### src/rtl/char_pkg.sv
// Shared types, ASCII constants and character helpers for the line buffer.
package char_pkg;

  typedef enum logic {
    FILL  = 1'b0,
    DRAIN = 1'b1
  } state_e;

  localparam logic [7:0] ASCII_NUL     = 8'h00;
  localparam logic [7:0] ASCII_LF      = 8'h0A;
  localparam logic [7:0] ASCII_LOWER_A = 8'h61;
  localparam logic [7:0] ASCII_LOWER_Z = 8'h7A;

  function automatic logic is_term(input logic [7:0] c,
                                   input logic [7:0] term_a,
                                   input logic [7:0] term_b);
    return (c == term_a) || (c == term_b);
  endfunction

  function automatic logic is_lower(input logic [7:0] c);
    return (c >= ASCII_LOWER_A) && (c <= ASCII_LOWER_Z);
  endfunction

endpackage

### src/rtl/char_buf_ram.sv
// DEPTH x 8 character store: synchronous write, registered read with enable.
module char_buf_ram #(
  parameter int unsigned DEPTH = 16,
  parameter int unsigned AW    = 4
) (
  input  logic          clk,
  input  logic          we_i,
  input  logic [AW-1:0] waddr_i,
  input  logic [7:0]    wdata_i,
  input  logic          re_i,
  input  logic [AW-1:0] raddr_i,
  output logic [7:0]    rdata_o
);

  logic [7:0] mem_q [DEPTH];
  logic [7:0] rdata_q;

  // No reset on storage or read register so this maps onto block RAM.
  always_ff @(posedge clk) begin
    if (we_i) mem_q[waddr_i] <= wdata_i;
    if (re_i) rdata_q <= mem_q[raddr_i];
  end

  assign rdata_o = rdata_q;

endmodule

### src/rtl/char_line_buffer.sv
// Assembles upstream characters into lines and replays each line downstream.
// Optional LOWER_CHECK_EN adds a sticky lower_seen_o flag for leaked lower-case.
module char_line_buffer
  import char_pkg::*;
#(
  parameter int unsigned DEPTH  = 16,
  parameter int unsigned AW     = 4,
  parameter logic [7:0]  TERM_A = ASCII_NUL,
  parameter logic [7:0]  TERM_B = ASCII_LF
) (
  input  logic        clk,
  input  logic        rst_n,
  input  logic        in_valid_i,
  input  logic [7:0]  in_char_i,
  output logic        in_ready_o,
  output logic        out_valid_o,
  output logic [7:0]  out_char_o,
  output logic        out_last_o,
  input  logic        out_ready_i,
  output logic        line_done_o,
  output logic [AW:0] line_len_o,
`ifdef LOWER_CHECK_EN
  output logic        lower_seen_o,
`endif
  output logic        overflow_o
);

  localparam logic [AW:0] FULL = (AW+1)'(DEPTH);

  state_e        state_q, state_d;
  logic [AW-1:0] wr_ptr_q, wr_ptr_d;
  logic [AW-1:0] rd_ptr_q, rd_ptr_d;
  logic [AW:0]   count_q, count_d;
  logic [AW:0]   line_len_q, line_len_d;
  logic          in_ready_q, in_ready_d;
  logic          out_valid_q, out_valid_d;
  logic          out_last_q, out_last_d;
  logic          line_done_q, line_done_d;
  logic          overflow_q, overflow_d;
  logic          ram_we, ram_re;
  logic          accept, term, xfer;
`ifdef LOWER_CHECK_EN
  logic          lower_seen_q, lower_seen_d;
`endif

  char_buf_ram #(
    .DEPTH (DEPTH),
    .AW    (AW)
  ) u_ram (
    .clk     (clk),
    .we_i    (ram_we),
    .waddr_i (wr_ptr_q),
    .wdata_i (in_char_i),
    .re_i    (ram_re),
    .raddr_i (rd_ptr_d),
    .rdata_o (out_char_o)
  );

  always_ff @(posedge clk) begin
    if (!rst_n) begin
      state_q     <= FILL;
      wr_ptr_q    <= '0;
      rd_ptr_q    <= '0;
      count_q     <= '0;
      line_len_q  <= '0;
      in_ready_q  <= 1'b1;
      out_valid_q <= 1'b0;
      out_last_q  <= 1'b0;
      line_done_q <= 1'b0;
      overflow_q  <= 1'b0;
`ifdef LOWER_CHECK_EN
      lower_seen_q <= 1'b0;
`endif
    end else begin
      state_q     <= state_d;
      wr_ptr_q    <= wr_ptr_d;
      rd_ptr_q    <= rd_ptr_d;
      count_q     <= count_d;
      line_len_q  <= line_len_d;
      in_ready_q  <= in_ready_d;
      out_valid_q <= out_valid_d;
      out_last_q  <= out_last_d;
      line_done_q <= line_done_d;
      overflow_q  <= overflow_d;
`ifdef LOWER_CHECK_EN
      lower_seen_q <= lower_seen_d;
`endif
    end
  end

  // Next-state logic; the read port is primed one cycle ahead of out_valid.
  always_comb begin
    state_d     = state_q;
    wr_ptr_d    = wr_ptr_q;
    rd_ptr_d    = rd_ptr_q;
    count_d     = count_q;
    line_len_d  = line_len_q;
    line_done_d = 1'b0;
    overflow_d  = overflow_q;
    ram_we      = 1'b0;
    ram_re      = 1'b0;
    accept      = (state_q == FILL) && in_valid_i && in_ready_q;
    term        = is_term(in_char_i, TERM_A, TERM_B);
    xfer        = (state_q == DRAIN) && out_valid_q && out_ready_i;

    case (state_q)
      FILL: begin
        if (accept) begin
          if (term) begin
            if (count_q != '0) begin
              state_d  = DRAIN;
              rd_ptr_d = '0;
              ram_re   = 1'b1;
            end else begin
              line_done_d = 1'b1;
              line_len_d  = '0;
            end
          end else begin
            ram_we   = 1'b1;
            wr_ptr_d = wr_ptr_q + AW'(1);
            count_d  = count_q + (AW+1)'(1);
            if (count_d == FULL) begin
              state_d    = DRAIN;
              overflow_d = 1'b1;
              rd_ptr_d   = '0;
              ram_re     = 1'b1;
            end
          end
        end
      end
      DRAIN: begin
        if (xfer) begin
          if (out_last_q) begin
            state_d     = FILL;
            wr_ptr_d    = '0;
            rd_ptr_d    = '0;
            count_d     = '0;
            overflow_d  = 1'b0;
            line_done_d = 1'b1;
            line_len_d  = count_q;
          end else begin
            rd_ptr_d = rd_ptr_q + AW'(1);
            ram_re   = 1'b1;
          end
        end
      end
      default: state_d = FILL;
    endcase

    in_ready_d  = (state_d == FILL) && (count_d < FULL);
    out_valid_d = (state_d == DRAIN);
    out_last_d  = (state_d == DRAIN) && ({1'b0, rd_ptr_d} == (count_d - (AW+1)'(1)));

`ifdef LOWER_CHECK_EN
    lower_seen_d = lower_seen_q || (accept && !term && is_lower(in_char_i));
`endif
  end

  assign in_ready_o  = in_ready_q;
  assign out_valid_o = out_valid_q;
  assign out_last_o  = out_last_q;
  assign line_done_o = line_done_q;
  assign line_len_o  = line_len_q;
  assign overflow_o  = overflow_q;
`ifdef LOWER_CHECK_EN
  assign lower_seen_o = lower_seen_q;
`endif

endmodule
### config.mk
export PLATFORM = sky130hd
export DESIGN_NAME = char_line_buffer
export DESIGN_NICKNAME = d
export VERILOG_FILES = /design/src/rtl/char_pkg.sv /design/src/rtl/char_buf_ram.sv /design/src/rtl/char_line_buffer.sv
export SDC_FILE = /design/constraint.sdc
export NUM_CORES = 1
export LEC_CHECK = 0
export ABC_AREA = 1
export CAP_MARGIN = 40
export CORE_UTILIZATION = 45
export CTS_CLUSTER_DIAMETER = 60
export DETAILED_ROUTE_END_ITERATION = 16
export SETUP_SLACK_MARGIN = 0.2
export SYNTH_ARGS = -nofsm -noshare
export SYNTH_HDL_FRONTEND = slang
export SYNTH_HIERARCHICAL = 1
export SYNTH_SLANG_ARGS = --single-unit
### constraint.sdc
create_clock -name clk -period 3.86 [get_ports clk]
set_clock_uncertainty 0.15 [all_clocks]
set_input_delay 0.772 -clock clk [delete_from_list [all_inputs] [get_ports clk]]
set_output_delay 0.772 -clock clk [all_outputs]
set_load 0.05 [all_outputs]
==> impl_metrics.env, run 1 <==
export IMPL_place_inst=1035
export IMPL_cp_required_ns=4.00
export IMPL_wire_per_inst_um=16.95
export IMPL_place_gp_congestion=0.8253
export IMPL_finalCritPeriodShare_pct=85.17
export IMPL_fin_util_pct=53.42
export IMPL_synth_area_um2=7279
export IMPL_final_setup_tns_ns=0
export IMPL_p_sw_share_pct=22.01
export IMPL_portBuffers=29
export IMPL_yosysTopAreaCellShare_pct=56.10
export IMPL_syn_area_per_cell_um2=9.333
export IMPL_rsz0062_at_grt="false"
export IMPL_peakVddDrop_mv=0.2843
export IMPL_fin_crit_ns=3.287
export IMPL_cts_hold_buf=0
export IMPL_comb_power_share_pct=5.7
export IMPL_grt_busiest_layer="met2"
export IMPL_seq_power_share_pct=53.8
export IMPL_setup_viol=0
export IMPL_clk_path_buf_depth=2
export IMPL_syn_inst=780
export IMPL_dp_hpwl_um=12120
export IMPL_n_antenna_cell=0
export IMPL_ctsResizeCount=0
export IMPL_grt_pass1_vias=5139
export IMPL_final_cell_mix="nand2_1 (236), edfxtp_1 (136), inv_1 (128), nand3_1 (117), nor2_1 (51)"
export IMPL_synth_cell_types=30
export IMPL_cts_root_buffer="clkbuf_16"
export IMPL_hold_violations=0
export IMPL_crit_type="input pin to register"
export IMPL_final_common_cell="nand2_1"
export IMPL_cts_tree="built"
export IMPL_syn2layout_area_growth_pct=16.14
export IMPL_maxCapViolations=0
export IMPL_async_flop_share_pct=0
export IMPL_path_cells="clkdlybuf4s50_1 -> buf_4 -> nand2_1 -> nand2_1 -> nand3_2 -> nand2_2 -> nand2_4 -> nand2_2 -> nand2_2 -> nand2_2 -> inv_1 -> inv_2 -> nand3_1 -> nand3_1 -> nand3_1 -> nand2_1"
export IMPL_cp_data_arrival_time_ns=3.43
export IMPL_core_area_um2=15830
export IMPL_slowest_delay_ns=0.58
export IMPL_cp_slowest_cell="clkdlybuf4s50_1"
export IMPL_outcome="completed"
export IMPL_cts_htree_levels=4
export IMPL_power_switching_mw=0.7767
export IMPL_drc=0
export IMPL_vias=5355
export IMPL_nets=855
export IMPL_p_leak_nw=3.616
export IMPL_crit_path_max_fanout=32
export IMPL_drt_iter0_drc=621
export IMPL_yosysWarnings=6
export IMPL_ys_flop_type="edfxtp_1"
export IMPL_ys_seq_elements=159
export IMPL_grt_usage_pct=23.36
export IMPL_grt_ovfl_total=0
export IMPL_setup_ws_ns=0.5726
export IMPL_first_pass_iters=5
export IMPL_clock_fmax_ghz=0.3042
export IMPL_report_power_total_mw=3.529
export IMPL_syn_num_nets=797
export IMPL_grt_use_met1_pct=30.89
export IMPL_start_util_pct=45.99
export IMPL_placed_area_um2=7969
export IMPL_grt_pass1_wl_um=28310
export IMPL_rows=46
export IMPL_cts_sinks=159
export IMPL_p_int_mw=2.752
export IMPL_yosysSeqAreaShare_pct=62.43
export IMPL_drtAntennaViolNets=0
export IMPL_drive_above_1_share_pct=10.14
export IMPL_wirelength_um=18040
export IMPL_end_kind="register"
export IMPL_fin_cells=1064
export IMPL_antenna_found_initial=0
export IMPL_fp_dieW_um=129.2
export IMPL_synthTopCellsByArea="edfxtp_1 (56%), nand2_1 (12%), nand3_1 (8.0%)"
export IMPL_whs_ns=0.3157
export IMPL_postCtsSetupBuffers=0
export IMPL_grt_met2_usage_pct=39.22
export IMPL_grt_max_degree=41
export IMPL_worst_pin_slew_ns=0.6797
export IMPL_viasPerCell=5.033
export IMPL_synth_edf_count=136
export IMPL_cts_buffers=17
export IMPL_slew_viol_final=0
export IMPL_max_slew_margin_pct=54.62
export IMPL_die_y_um=129.2
export IMPL_synth_top_cell_by_area="edfxtp_1"
export IMPL_power_frac_clock_pct=40.5
export IMPL_clk_latency_ns=0.42
export IMPL_use_met3_pct=3.964
export IMPL_final_area_um2=8454
export IMPL_dpl_worst_slack_ns=0.1450
export IMPL_powerDensity_nw_per_um2=417.4
export IMPL_cp_common_cell="nand2_2"
export IMPL_hold_path_class="register to register"
export IMPL_ios=30
export IMPL_die_area_um2=16690
export IMPL_cp_start_kind="input pin"
export IMPL_path_clk_slew_ns=0.06
[flip-flops by register name, summed over array words and instances (netlist names)]
signal,cells
in_ready_o,1
count_q,5
out_last_o,1
line_done_o,1
u_ram/mem_q,128
line_len_o,5
u_ram/rdata_o,8
overflow_o,1
rd_ptr_q,4
wr_ptr_q,4
out_valid_o,1
[logic make-up after synthesis]
| logic type | share of synthesized area (%) |
|---|---|
| AND/OR/NAND/NOR | 25.59 |
| buffers and inverters | 9.556 |
| AO/OA/AOI/OAI | 1.444 |
| XOR/XNOR | 0.1203 |
| flip-flops | 62.43 |
| adder cells (fa/ha/maj) | 0.8594 |
[worst max-delay path, delay by kind of cell]
family / cells / cell delay (ns)
buf+inv: 4 / 1.35
simple gates: 12 / 1.26
[per-layer routing]
layer / up-vias / wire (um)
met4: 0 / 223
met3: 18 / 1049
met2: 171 / 8934
li1: 2615 / -
met5: - / 0
met1: 2551 / 7830
[worst paths after layout]
kind | from | endpoint | slack (ns) | cells after the start
worst max register to register | count_q[0]$_SDFF_PN0_ | u_ram/rdata_o[1]$_DFFE_PP_ | 1.00 | 17
worst max-delay path | in_char_i[3] | u_ram/rdata_o[1]$_DFFE_PP_ | 0.57 | 16
worst min register to register | line_len_o[4]$_SDFFE_PN0P_ | line_len_o[4]$_SDFFE_PN0P_ | 0.32 | 2
worst min-delay path | line_len_o[4]$_SDFFE_PN0P_ | line_len_o[4]$_SDFFE_PN0P_ | 0.32 | 2
[layout make-up]
type | count | area (um2)
inverters | 137 | 514.2
multi-input cells | 458 | 2042
well taps | 216 | 270.3
fillers | 1424 | 7373
flip-flops and latches | 159 | 4544
clock inverters | 9 | 48.80
clock buffers | 20 | 436.7
repair buffers | 65 | 598.1
[Yosys cell counts (3+ instances only)]
cell type  instances
a21oi_1           12
buf_2             13
buf_4              4
buf_6              7
dfxtp_1           23
edfxtp_1         136
ha_1               5
inv_1            128
inv_2              8
nand2_1          237
nand2_2            8
nand3_1          117
nand3_2            3
nand3b_1           3
nor2_1            51
nor2_2             3
o21ai_0            6
[power groups by stage]
stage	logic [mW]	registers [mW]	clock network, mW
after floorplan	0.106	1.94	0
after global placement	0.197	1.94	0
after detailed placement	0.201	1.94	0
after CTS	0.202	1.90	1.45
after global routing	0.226	1.90	1.51
final	0.201	1.90	1.43
(Power assumes the default switching activity.)
==> run 2, diff against run 1 <==
--- a/config.mk
+++ b/config.mk
@@ -10,6 +10,7 @@
 export CORE_UTILIZATION = 45
 export CTS_CLUSTER_DIAMETER = 60
 export DETAILED_ROUTE_END_ITERATION = 16
+export HOLD_SLACK_MARGIN = 0.08
 export SETUP_SLACK_MARGIN = 0.2
 export SYNTH_ARGS = -nofsm -noshare
 export SYNTH_HDL_FRONTEND = slang
==> results of run 2 <==
Final layout, timing and power as in run 1 (identical DEF).
